$ cat config.mk
export PLATFORM = sky130hd
export DESIGN_NAME = fifo_rr_arbiter
export DESIGN_NICKNAME = d
export VERILOG_FILES = /design/src/rtl/fifo_rr_arbiter_pkg.sv /design/src/rtl/fifo_rr_arbiter_rr_select.sv /design/src/rtl/fifo_rr_arbiter.sv
export SDC_FILE = /design/constraint.sdc
export NUM_CORES = 1
export LEC_CHECK = 0
export BUFFER_PORTS_ARGS = -buffer_cell sky130_fd_sc_hd__buf_2
export CAP_MARGIN = 15
export CORE_UTILIZATION = 49
export CTS_CLUSTER_SIZE = 8
export DETAILED_ROUTE_END_ITERATION = 6
export PLACE_DENSITY = 0.75
export SKIP_CTS_REPAIR_TIMING = 1
export SLEW_MARGIN = 20
export SYNTH_ARGS = -nofsm -noshare
export SYNTH_HDL_FRONTEND = slang
export SYNTH_SLANG_ARGS = --single-unit
$ cat constraint.sdc
create_clock -name i_clk -period 3.3 [get_ports i_clk]
set_input_delay 0.165 -clock i_clk [delete_from_list [all_inputs] [get_ports i_clk]]
set_output_delay 0.165 -clock i_clk [all_outputs]
set_load 0.02 [all_outputs]
$ cat src/rtl/fifo_rr_arbiter_pkg.sv
// Shared parameters and helpers for the round-robin FIFO arbiter.
package fifo_rr_arbiter_pkg;

    localparam int DEF_N_IN      = 4;
    localparam int DEF_DATA_SIZE = 6;
    localparam int DEF_DEST_BITS = 2;

    // Ceiling log2 for elaboration-time widths (returns 0 for values <= 1).
    function automatic int clog2_int(input int value);
        int r;
        r = 0;
        while ((1 << r) < value) begin
            r = r + 1;
        end
        return r;
    endfunction

    // Number of destination FIFOs addressed by a destination field.
    function automatic int n_out_of(input int dest_bits);
        return 1 << dest_bits;
    endfunction

endpackage

$ cat src/rtl/fifo_rr_arbiter_rr_select.sv
// Combinational round-robin picker: first eligible index at or after the
// pointer, wrapping modulo N_IN (N_IN is a power of two, so the index
// arithmetic wraps by truncation).
module fifo_rr_arbiter_rr_select
    import fifo_rr_arbiter_pkg::*;
#(
    parameter  int N_IN  = DEF_N_IN,
    localparam int PTR_W = clog2_int(N_IN)
) (
    input  logic [N_IN-1:0]  i_eligible,
    input  logic [PTR_W-1:0] i_rr_ptr,
    output logic [N_IN-1:0]  o_grant,
    output logic [PTR_W-1:0] o_grant_idx,
    output logic             o_any_grant
);

    // Scan from the pointer upward and take the first eligible index.
    always_comb begin : pick
        logic [PTR_W-1:0] w_idx;
        logic             w_found;
        o_grant     = '0;
        o_grant_idx = '0;
        w_found     = 1'b0;
        w_idx       = '0;
        for (int k = 0; k < N_IN; k++) begin
            w_idx = i_rr_ptr + PTR_W'(k);
            if (!w_found && i_eligible[w_idx]) begin
                w_found        = 1'b1;
                o_grant[w_idx] = 1'b1;
                o_grant_idx    = w_idx;
            end
        end
        o_any_grant = w_found;
    end

endmodule

$ cat src/rtl/fifo_rr_arbiter.sv
// Round-robin consumer of N_IN source FIFOs: grant/pop in stage A, capture
// the popped word and push it to the destination FIFO named by its top
// DEST_BITS in stage B. Grants stall while any destination is almost full.
module fifo_rr_arbiter
    import fifo_rr_arbiter_pkg::*;
#(
    parameter  int N_IN      = DEF_N_IN,
    parameter  int DATA_SIZE = DEF_DATA_SIZE,
    parameter  int DEST_BITS = DEF_DEST_BITS,
    localparam int N_OUT     = n_out_of(DEST_BITS),
    localparam int PTR_W     = clog2_int(N_IN)
) (
    input  logic                      i_clk,
    input  logic                      i_reset,
    input  logic [N_IN-1:0]           i_src_empty,
    input  logic [N_IN*DATA_SIZE-1:0] i_src_data,
    input  logic [N_OUT-1:0]          i_dst_almost_full,
    input  logic [N_OUT-1:0]          i_dst_full,
    output logic [N_IN-1:0]           o_pop,
    output logic [N_OUT-1:0]          o_push,
    output logic [DATA_SIZE-1:0]      o_data_out,
    output logic                      o_error,
    output logic                      o_idle
);

    logic [PTR_W-1:0]     r_rr_ptr;
    logic [N_IN-1:0]      r_pop;
    logic [PTR_W-1:0]     r_pop_idx;
    logic                 r_cap_pend;
    logic [PTR_W-1:0]     r_cap_idx;
    logic [N_OUT-1:0]     r_push;
    logic [DATA_SIZE-1:0] r_data_out;
    logic                 r_error;

    logic [N_IN-1:0]      w_eligible;
    logic [N_IN-1:0]      w_grant;
    logic [PTR_W-1:0]     w_grant_idx;
    logic                 w_any_grant;
    logic                 w_grant_en;
    logic [DATA_SIZE-1:0] w_cap_word;
    logic [DEST_BITS-1:0] w_cap_dest;
    logic [N_OUT-1:0]     w_dest_onehot;

    // The source empty flag lags a pop by one cycle, so the input popped in
    // the current cycle (r_pop) sits out the next grant.
    assign w_eligible = ~i_src_empty & ~r_pop;
    assign w_grant_en = w_any_grant && (i_dst_almost_full == '0);

    fifo_rr_arbiter_rr_select #(
        .N_IN (N_IN)
    ) u_rr_select (
        .i_eligible  (w_eligible),
        .i_rr_ptr    (r_rr_ptr),
        .o_grant     (w_grant),
        .o_grant_idx (w_grant_idx),
        .o_any_grant (w_any_grant)
    );

    // Stage A: register the grant as the pop strobe and advance the pointer
    // past the granted input; the pointer holds when nothing is granted.
    always_ff @(posedge i_clk or posedge i_reset) begin
        if (i_reset) begin
            r_pop     <= '0;
            r_pop_idx <= '0;
            r_rr_ptr  <= '0;
        end else begin
            if (w_grant_en) begin
                r_pop     <= w_grant;
                r_pop_idx <= w_grant_idx;
                r_rr_ptr  <= w_grant_idx + PTR_W'(1);
            end else begin
                r_pop     <= '0;
            end
        end
    end

    // Track which source's word appears on the data bus in the next cycle.
    always_ff @(posedge i_clk or posedge i_reset) begin
        if (i_reset) begin
            r_cap_pend <= 1'b0;
            r_cap_idx  <= '0;
        end else begin
            r_cap_pend <= |r_pop;
            r_cap_idx  <= r_pop_idx;
        end
    end

    assign w_cap_word = i_src_data[int'(r_cap_idx)*DATA_SIZE +: DATA_SIZE];
    assign w_cap_dest = w_cap_word[DATA_SIZE-1 -: DEST_BITS];

    // Decode the destination field into a one-hot push strobe.
    always_comb begin
        w_dest_onehot             = '0;
        w_dest_onehot[w_cap_dest] = 1'b1;
    end

    // Stage B: push the captured word, or drop it and flag an error when
    // the destination is already full. data_out only moves on a real push.
    always_ff @(posedge i_clk or posedge i_reset) begin
        if (i_reset) begin
            r_push     <= '0;
            r_data_out <= '0;
            r_error    <= 1'b0;
        end else begin
            r_push  <= '0;
            r_error <= 1'b0;
            if (r_cap_pend) begin
                if (i_dst_full[w_cap_dest]) begin
                    r_error <= 1'b1;
                end else begin
                    r_push     <= w_dest_onehot;
                    r_data_out <= w_cap_word;
                end
            end
        end
    end

    assign o_pop      = r_pop;
    assign o_push     = r_push;
    assign o_data_out = r_data_out;
    assign o_error    = r_error;
    assign o_idle     = (r_pop == '0) && !r_cap_pend && (r_push == '0);

endmodule

* Word level (Yosys, flattened, before mapping)
Index checks and enable logic that the tools add are counted.
Cells by class: $lt $le $gt $ge 10, multiply operators 1, add/sub/neg operators 4, shifts and indexed selects 1, mux-type cells 37, reduce and logical (&&, ||, !) cells 20, bitwise operators 7
Operators by type and width (count):
- two-way mux 4 bit | 7
- indexed part select 24 x 6 -> 6 bit | 1
- two-way mux 1 bit | 16
- < comparator 2 x 3 -> 1 bit, second input constant | 5
- logical NOT 4 bit | 3
- OR 4 bit | 3
- logical AND 1 bit | 11
- binary-select mux 1 bit (select 2 bit) | 5
- demux 1 bit (select 2 bit) | 5
- >= comparator 2 x 1 -> 1 bit, second input constant | 5
- two-way mux 2 bit | 4
- NOT 4 bit | 2
- adder 2 x 1 -> 2 bit, second input constant | 2
- adder 2 bit, second input constant | 2
- bitwise AND 4 bit | 1
- logical NOT 1 bit | 4
- multiplier 2 x 2 -> 4 bit, second input constant | 1
- OR reduction 4 bit | 1
- AND reduction 2 bit | 1
- NOT 1 bit | 1
Storage, ports and cells: bits in registers 22, output and inout port bits 16, word-level logic and storage cells 88, input port bits 38

* Longest topological paths before layout
Gate-level depths: netlist (run 1).
word-level depth 16, mapped depth 10, mapped depth without buffers 8

* By module
A second synthesis (run 1) with hierarchy kept.
Unflattened totals: cells, all modules 116, area total of the unflattened synthesis 1487.7 µm²
Modules (own cells, without submodules):
- fifo_rr_arbiter | times used 1, area an instance 1064.8 µm², cells each 71, sequential area each 550.5 µm²
- fifo_rr_arbiter_rr_select | times used 1, area an instance 422.9 µm², cells each 45, sequential area each 0.0 µm²

* Worst setup path after synthesis (run 1)
No wires, ideal clock.
path kind register to register, from reg r_rr_ptr[0], to reg r_rr_ptr[0], clock period less this slack 2460 ps, setup slack 840 ps, cell stages (with the launch flop) 11, library setup time 124 ps, arrival time 2336 ps, data required time 3176 ps, path buffers 2, cell sequence dfrtp_1 > buf_4 > clkinv_1 > ha_1 > clkbuf_1 > nor3_1 > a21oi_1 > nand2_1 > o21ai_0 > o21ai_0 > xnor2_1
On the way: longest elaborated chain between the ends 13, elaborated cells between the ends (all ways) 27, those cells by class 4 x add/sub; 16 x mux; 7 x reduce/logical
RTL lines:
- start, declared | RTL line fifo_rr_arbiter.sv:26 | logic [PTR_W-1:0] r_rr_ptr;
- start signal, assigned | RTL line fifo_rr_arbiter.sv:70 | r_rr_ptr <= w_grant_idx + PTR_W'(1);
- parallel branches: the longest is 13 deep, another holds adder 2 x 1 -> 2 bit
Parallel ways; which one is timed is not known. The select of a mux whose other input is x is not followed. A chain may end at the register's enable or synchronous reset.

* Worst setup path after layout (run 1)
from reg r_rr_ptr[0], to reg r_pop[2] (netlist: o_pop[2])
On the way: longest elaborated chain between the ends 14, elaborated cells between the ends (all ways) 50, those cells by class 3 x add/sub; 8 x order compare; 25 x mux; 3 x bitwise; 11 x reduce/logical
RTL lines:
- parallel branches: the longest is 13 deep, another holds < comparator 2 x 3 -> 1 bit
- two-way mux 4 bit (*) | RTL line fifo_rr_arbiter.sv:67 | if (w_grant_en) begin
- end signal, assigned | RTL line fifo_rr_arbiter.sv:68 | r_pop <= w_grant;
- end, declared | RTL line fifo_rr_arbiter.sv:27 | logic [N_IN-1:0] r_pop;
Mark *: on every way between the ends. The select of a mux whose other input is x is not followed.

==> results of run 1 <==
cells in the mapped netlist (4+ instances only):
library cell and instances:
nand4_1 5, a21oi_1 5, dfrtp_1 22, a221oi_1 4
mux2_4 5, nor3_1 7, mux4_1 4, ha_1 8
mux2i_1 5, o21ai_0 11, nor2_1 8
per-stage QoR:
| stage | cells | instance area (um^2) |
|---|---|---|
| finish | 215 | 1790 |
| global route | 215 | 1790 |
| CTS | 215 | 1790 |
| detailed placement | 211 | 1750 |
| global placement | 211 | 1750 |
| floorplan | 130 | 1470 |
final cells by class:
type                    instances  area [um^2]
fillers                       250         1020
flip-flops and latches         22          551
multi-input cells              99          866
well taps                      31         38.8
clock buffers                   4         36.3
repair buffers                 55          280
inverters                       4         15.0
state kept, by name, summed over array words and instances (netlist names):
signal      flops
r_rr_ptr        2
o_pop           4
r_cap_pend      1
o_push          4
r_pop_idx       2
o_error         1
o_data_out      6
r_cap_idx       2
power by group through the flow:
stage                     sequential [mW]  clock [mW]  combinational (mW)
final                               0.466       0.139               0.803
after global routing                0.484       0.156               0.877
after CTS                           0.467       0.145               0.801
after detailed placement            0.474           0               0.797
after global placement              0.467           0               0.786
after floorplan                     0.474           0               0.615
final timing paths:
path	endpoint	slack (ns)	start	cells past startpoint
worst min register to register	r_cap_idx[0]	0.39	r_pop_idx[0]	0
worst min-delay path	r_pop_idx[1]	-0.01	i_reset	2
min in group i_clk	o_push[1]	0.04	i_dst_full[1]	2
worst max register to register	o_pop[2]	0.58	r_rr_ptr[0]	7
max in group asynchronous	o_push[3]	2.81	i_reset	2
worst max-delay path	o_pop[2]	0.58	r_rr_ptr[0]	7
cell families (layout without fill, tap and decap cells):
group	Yosys count	count (layout)	share of synthesized area [%]
flip-flops	22	22	37.6
adder cells (fa/ha/maj)	8	8	6.83
XOR/XNOR	2	2	1.20
AO/OA/AOI/OAI	32	32	14.6
AND/OR/NAND/NOR	38	38	14.6
buffers and inverters	9	63	3.33
multiplexers	19	19	21.9
layer usage:
layer  routed length, um  share of wire [%]
met1                1360                 42
met2                1730                 53
met3                 130                4.0
met4                  16               0.49
met5                   0                  0
==> flow_summary.toml, run 1 <==
[cts]
htreeDepth = 1
cts_tree = "done"
clk_pin_slew_ns = 0.12
cts_root_buf = "clkbuf_4"
worst_skew_pair.late_latency_ns = 0.30
clkSinkCount = 22
numCtsBuffers = 3
clockBufferDepth = 2

[floorplan]
core_area_um2 = 2810
num_io_pins = 54
die_y_um = 56.7
std_cell_rows = 19
die_x_um = 56.7
start_util_pct = 52.2
dieArea_um2 = 3210

[global_routing]
grt_max_degree = 23
grt_antenna_before_repair = 0
use_met3_pct = 2.76
grt_busiest_layer = "met2"
grt_pass1_vias = 1198
use_met2_pct = 38.3
grt_pass1_wl_um = 5380
grtUsageTotal_pct = 21.3
gr-usage-met1_pct = 27.1
grt_overflow_total = 0

[worst_setup_path]
crit_family = "compound AO/OA/AOI/OAI gates"
crit_chain = "clkinv_1 > ha_1 > nor4_1 > a21oi_1 > o311ai_0 > nand4_1 > o21ai_0"
crit_fanout = 14
cpMaxStageDelayCell = "o311ai_0"
arrival_ns = 2.93
start_kind = "flip-flop"
crit_path_end_kind = "flip-flop"
required_ns = 3.51
max_stage_delay_ns = 0.66
crit_buf_inv = 1
worstSetupPathType = "flip-flop to flip-flop"

[synth]
yosys_warnings = 0
synth_area_leader_cell = "dfrtp_1"
async_flop_share_pct = 100
synth_top_area_share_pct = 37.6
syn_nets = 176
syn_area_um2 = 1470
synth_area_leaders = "dfrtp_1, mux4_1, ha_1, mux2_4, mux4_2"
synth_cells = 130
ys_seq_elements = 22
synth_edf_count = 0
avgSynthCellArea_um2 = 11.3
yosysSeqAreaShare_pct = 37.6
synth_cell_type_count = 40
ys.flop_type = "dfrtp_1"

[drt]
vias = 1304
drt_wl_total_um = 3240
drt_iter0_markers = 40
first_pass_iters = 6
drtAntennaViolNets = 0
drc = 6
viasPerCell = 6.07
wl_per_cell_um = 15.1

[power]
swShare_pct = 43.0
power_mw = 1.41
power.share.sequential_pct = 33.1
combinationalPowerShare_pct = 57.0
p_int_mw = 0.803
clkPwrFrac_pct = 9.9
p_sw_mw = 0.605
p_leak_nw = 0.898
peakVddDrop_mv = 0.407
power.density_nw_per_um2 = 788

[min_path]
hp-class = "input pin to asynchronous set/reset pin"

[timing]
worst_pin_slew_ns = 0.773
fin_ws_ns = 0.582
maxSlewHeadroom_pct = 47.8
fmaxAchievable_mhz = 368
skew_ns = 0.0155
finalHoldViolCount = 12
drv_slew = 0
setup_violations = 0
hold_ws_ns = -0.0135
fin_crit_sh_pct = 82.4
rsz0062_at_grt = "false"
fin_crit_ns = 2.72
fin_setup_tns_ns = 0

[finish]
final_common_cell = "buf_2"
fin_util_pct = 63.7
diodes = 0
nets = 231
area_growth_pct = 21.9
drive_above_1_share_pct = 40.8
mostFrequentLayoutCells = "buf_2, dfrtp_1, o21ai_0"

[run]
cap_violations = 0

[outcome]
violations = "design-rule violations, negative hold slack"
status = "finished, violations left"

[place]
gp_congestion = 0.889
port_buffers = 53
place_ws_ns = 0.638
dp_hpwl_um = 2660
Note: power is estimated with default switching activity, not from simulation.
==> run 2, diff against run 1 <==
==> constraint.sdc (replaced) <==
create_clock -name i_clk -period 2.7 [get_ports i_clk]
set_input_delay 0.135 -clock i_clk [delete_from_list [all_inputs] [get_ports i_clk]]
set_output_delay 0.135 -clock i_clk [all_outputs]
set_load 0.02 [all_outputs]
==> flow_summary.toml, run 2 (synthesis results as in run 1) <==
[floorplan]
dieArea_um2 = 3210
die_y_um = 56.7
start_util_pct = 52.2
std_cell_rows = 19
num_io_pins = 54
die_x_um = 56.7
core_area_um2 = 2810

[finish]
diodes = 0
nets = 238
fill_cells = 246
final_common_cell = "buf_2"
area_growth_pct = 26.2
mostFrequentLayoutCells = "buf_2, dfrtp_1, o21ai_0"
final_area_um2 = 1850
drive_above_1_share_pct = 40.8
largest_reg_flops = 6
layout.cells.non_filler = 222
fin_util_pct = 65.9

[outcome]
violations = "design-rule violations"
status = "finished, violations left"

[worst_setup_path]
crit_chain = "clkinv_1 > ha_1 > nor3_1 > a21oi_1 > nand2_1 > o21ai_0 > a221oi_1 > o21ai_0"
max_stage_delay_ns = 0.47
reg2reg_from = "r_rr_ptr[0]"
crit_buf_inv = 1
crit_family = "compound AO/OA/AOI/OAI gates"
crit_top_cell = "o21ai_0"
startpoint = "r_rr_ptr[0]"
crit_path_end_kind = "flip-flop"
r2r_setup_slack_ns = 0.39
start_kind = "flip-flop"
worstSetupPathType = "flip-flop to flip-flop"
cpMaxStageDelayCell = "o21ai_0"
arrival_ns = 2.53
required_ns = 2.93
crit_fanout = 10

[cts]
htreeDepth = 1
clockBufferDepth = 2
numCtsBuffers = 3
worst_skew_pair.late_latency_ns = 0.31
clkSinkCount = 22
cts_tree = "done"
clk_pin_slew_ns = 0.12
cts_root_buf = "clkbuf_4"

[place]
place_ws_ns = 0.478
gp_congestion = 0.917
dp_cells = 214
dp_hpwl_um = 2940
place_area_um2 = 1770
port_buffers = 53

[global_routing]
grt_overflow_total = 0
grt_max_degree = 23
grt_antenna_before_repair = 0
grt_pass1_vias = 1311
grtUsageTotal_pct = 23.6
grt_pass1_wl_um = 5790

[timing]
maxSlewHeadroom_pct = 46.3
fin_setup_tns_ns = 0
fin_crit_ns = 2.31
skew_ns = 0.00290
fin_crit_sh_pct = 85.4
worst_pin_slew_ns = 0.804
setup_violations = 0
drv_slew = 0
rsz0062_at_grt = "false"
fmaxAchievable_mhz = 434
fin_ws_ns = 0.394
finalHoldViolCount = 0

[drt]
viasPerCell = 6.10
drt_wl_total_um = 3580
drtAntennaViolNets = 0
drt_iter0_markers = 40
first_pass_iters = 6
vias = 1355
wl_per_cell_um = 16.1
drc = 6

[run]
cap_violations = 0

[power]
peakVddDrop_mv = 0.548
power.density_nw_per_um2 = 970
p_leak_nw = 0.929

[min_path]
hold_path_startpoint = "i_dst_full[1]"
hp-class = "input pin to flip-flop"
run 2: cell count changes in the layout (fill, tap and decap cells not counted):
cell           delta
buf_4             +3
dlygate4sd3_1     +4
run 2: area by class of cell:
type | instances | area, um^2 | share of cell area (%)
multi-input combinational | 99 | 866 | 46.8
sequential | 22 | 551 | 29.8
timing repair buffer | 62 | 343 | 18.5
tap | 31 | 38.8 | 2.10
clock buffer | 4 | 36.3 | 1.96
inverter | 4 | 15.0 | 0.812
run 2: where the power goes:
part | internal (mW) | switching [mW]
combinational | 0.496 | 0.587
sequential | 0.435 | 0.0942
clock | 0.0824 | 0.100
run 2: worst reg2reg max path: stages (launching register included):
cell and delay [ns]:
dfrtp_1 0.37, clkinv_1 0.09, ha_1 0.46, nor3_1 0.10, a21oi_1 0.24, nand2_1 0.09
o21ai_0 0.47, a221oi_1 0.19, o21ai_0 0.22
run 2: stage by stage:
stage | hold WS (ns) | power, mW
after floorplan | 0.124 | 1.33
final | 0.0204 | 1.79
after global routing | 0.0117 | 1.91
after detailed placement | 0.311 | 1.61
after global placement | 0.313 | 1.56
after CTS | -0.0197 | 1.79
run 2: layer usage:
metal,GRT usage (%),up-vias,wire (um)
li1,-,629,-
met2,41.0,46,1880
met3,4.84,9,160
met1,26.9,671,1450
met4,12.9,0,78
met5,0,-,0
run 2: final timing paths:
check                                to  cells after the start
hold / removal                o_push[1]                      2
setup / recovery               o_pop[3]                      8
hold reg to reg            r_cap_idx[0]                      0
setup reg to reg               o_pop[3]                      8
min in group asynchronous  r_pop_idx[1]                      3
max in group asynchronous     o_push[3]                      3
==> run 3, diff against run 2 <==
--- a/config.mk
+++ b/config.mk
@@ -7,10 +7,11 @@
 export LEC_CHECK = 0
 export BUFFER_PORTS_ARGS = -buffer_cell sky130_fd_sc_hd__buf_2
 export CAP_MARGIN = 15
-export CORE_UTILIZATION = 49
+export CORE_UTILIZATION = 51
+export CTS_BUF_LIST = sky130_fd_sc_hd__clkbuf_8
 export CTS_CLUSTER_SIZE = 8
 export DETAILED_ROUTE_END_ITERATION = 6
-export PLACE_DENSITY = 0.75
+export PLACE_DENSITY = 0.78
 export SKIP_CTS_REPAIR_TIMING = 1
 export SLEW_MARGIN = 20
 export SYNTH_ARGS = -nofsm -noshare
==> flow_summary.toml, run 3 (synthesis results as in run 1) <==
[power]
peakVddDrop_mv = 0.797
p_leak_nw = 0.913
power_mw = 1.80
power.density_nw_per_um2 = 991

[global_routing]
grtUsageTotal_pct = 23.5
grt_busiest_layer = "met2"
grt_pass1_wl_um = 5760
gr-usage-met1_pct = 29.6
grt_pass1_vias = 1265
use_met2_pct = 42.3
grt_overflow_total = 0
use_met3_pct = 3.49
grt_max_degree = 23
grt_antenna_before_repair = 0

[timing]
finalHoldViolCount = 0
fin_ws_ns = 0.447
fin_setup_tns_ns = 0
fmaxAchievable_mhz = 444
worst_pin_slew_ns = 0.814
fin_crit_ns = 2.25
maxSlewHeadroom_pct = 45.7
hold_ws_ns = 0.0223
fin_crit_sh_pct = 83.4
skew_ns = 0.00218
setup_violations = 0
drv_slew = 0
rsz0062_at_grt = "false"

[floorplan]
dieArea_um2 = 3090
die_x_um = 55.6
num_io_pins = 54
core_area_um2 = 2730
std_cell_rows = 19
start_util_pct = 53.6
die_y_um = 55.6

[worst_setup_path]
crit_fanout = 10
max_stage_delay_ns = 0.46
r2r_cells = 8
crit_top_cell = "o21ai_0"
start_kind = "flip-flop"
crit_path_end_kind = "flip-flop"
timing.rr.end = "o_pop[3]"
required_ns = 2.87
reg2reg_from = "r_rr_ptr[1]"
arrival_ns = 2.42
crit_chain = "inv_2 > ha_1 > nor3_1 > a21oi_1 > nand2_1 > o21ai_0 > a221oi_1 > o21ai_0"
startpoint = "r_rr_ptr[1]"
cpMaxStageDelayCell = "ha_1"
worstSetupPathType = "flip-flop to flip-flop"
r2r_setup_slack_ns = 0.45

[finish]
diodes = 0
final_area_um2 = 1810
final_common_cell = "buf_2"
mostFrequentLayoutCells = "buf_2, dfrtp_1, o21ai_0"
drive_above_1_share_pct = 41.4
area_growth_pct = 23.8
layout.cells.non_filler = 217
fill_cells = 214
nets = 234
largest_reg_flops = 6
fin_util_pct = 66.4

[cts]
clk_pin_slew_ns = 0.07
clockBufferDepth = 2
cts_root_buf = "clkbuf_8"
htreeDepth = 1
cts_tree = "done"
numCtsBuffers = 3
clkSinkCount = 22
worst_skew_pair.late_latency_ns = 0.26

[place]
gp_congestion = 0.874
dp_cells = 214
place_ws_ns = 0.497
dp_hpwl_um = 2760
port_buffers = 53
place_area_um2 = 1770

[run]
cap_violations = 0

[outcome]
status = "finished, final reports clean"

[drt]
drt_wl_total_um = 3490
vias = 1317
viasPerCell = 6.07
drc = 0
wl_per_cell_um = 16.1
first_pass_iters = 4
drt_iter0_markers = 46
drtAntennaViolNets = 0

[min_path]
hp-class = "input pin to asynchronous set/reset pin"
run 3: power by group:
group | total [mW] | switching, mW | internal, mW
Combinational | 1.08 | 0.583 | 0.492
Sequential | 0.525 | 0.0897 | 0.435
Clock | 0.198 | 0.0988 | 0.0994
Total | 1.80 | 0.771 | 1.03
run 3: worst max-delay path by stage:
| stage | to | cells past startpoint |
|---|---|---|
| after floorplan | r_rr_ptr[0] | 10 |
| after global placement | o_pop[0] | 8 |
| after detailed placement | o_pop[0] | 8 |
| after CTS | o_pop[0] | 8 |
| after global routing | o_pop[0] | 8 |
| final | o_pop[3] | 8 |
run 3: cell type report:
type / instances / area, um^2 / area share, %
inverters: 4 / 15.0 / 0.828
repair buffers: 58 / 303 / 16.7
multi-input cells: 99 / 866 / 47.7
clock buffers: 3 / 41.3 / 2.28
flip-flops and latches: 22 / 551 / 30.3
well taps: 31 / 38.8 / 2.14
run 3: worst max-delay path: cells and delay by family (launching register included):
kind / cells / cell delay [ns]
compound gates: 4 / 1.09
fa+ha+maj: 1 / 0.46
flops: 1 / 0.36
simple gates: 2 / 0.17
buf+inv: 1 / 0.08
run 3: per-layer routing:
| metal | up-vias | part of all wire [%] |
|---|---|---|
| li1 | 630 | - |
| met1 | 636 | 41 |
| met2 | 47 | 53 |
| met3 | 4 | 5.1 |
| met4 | 0 | 0.63 |
| met5 | - | 0 |
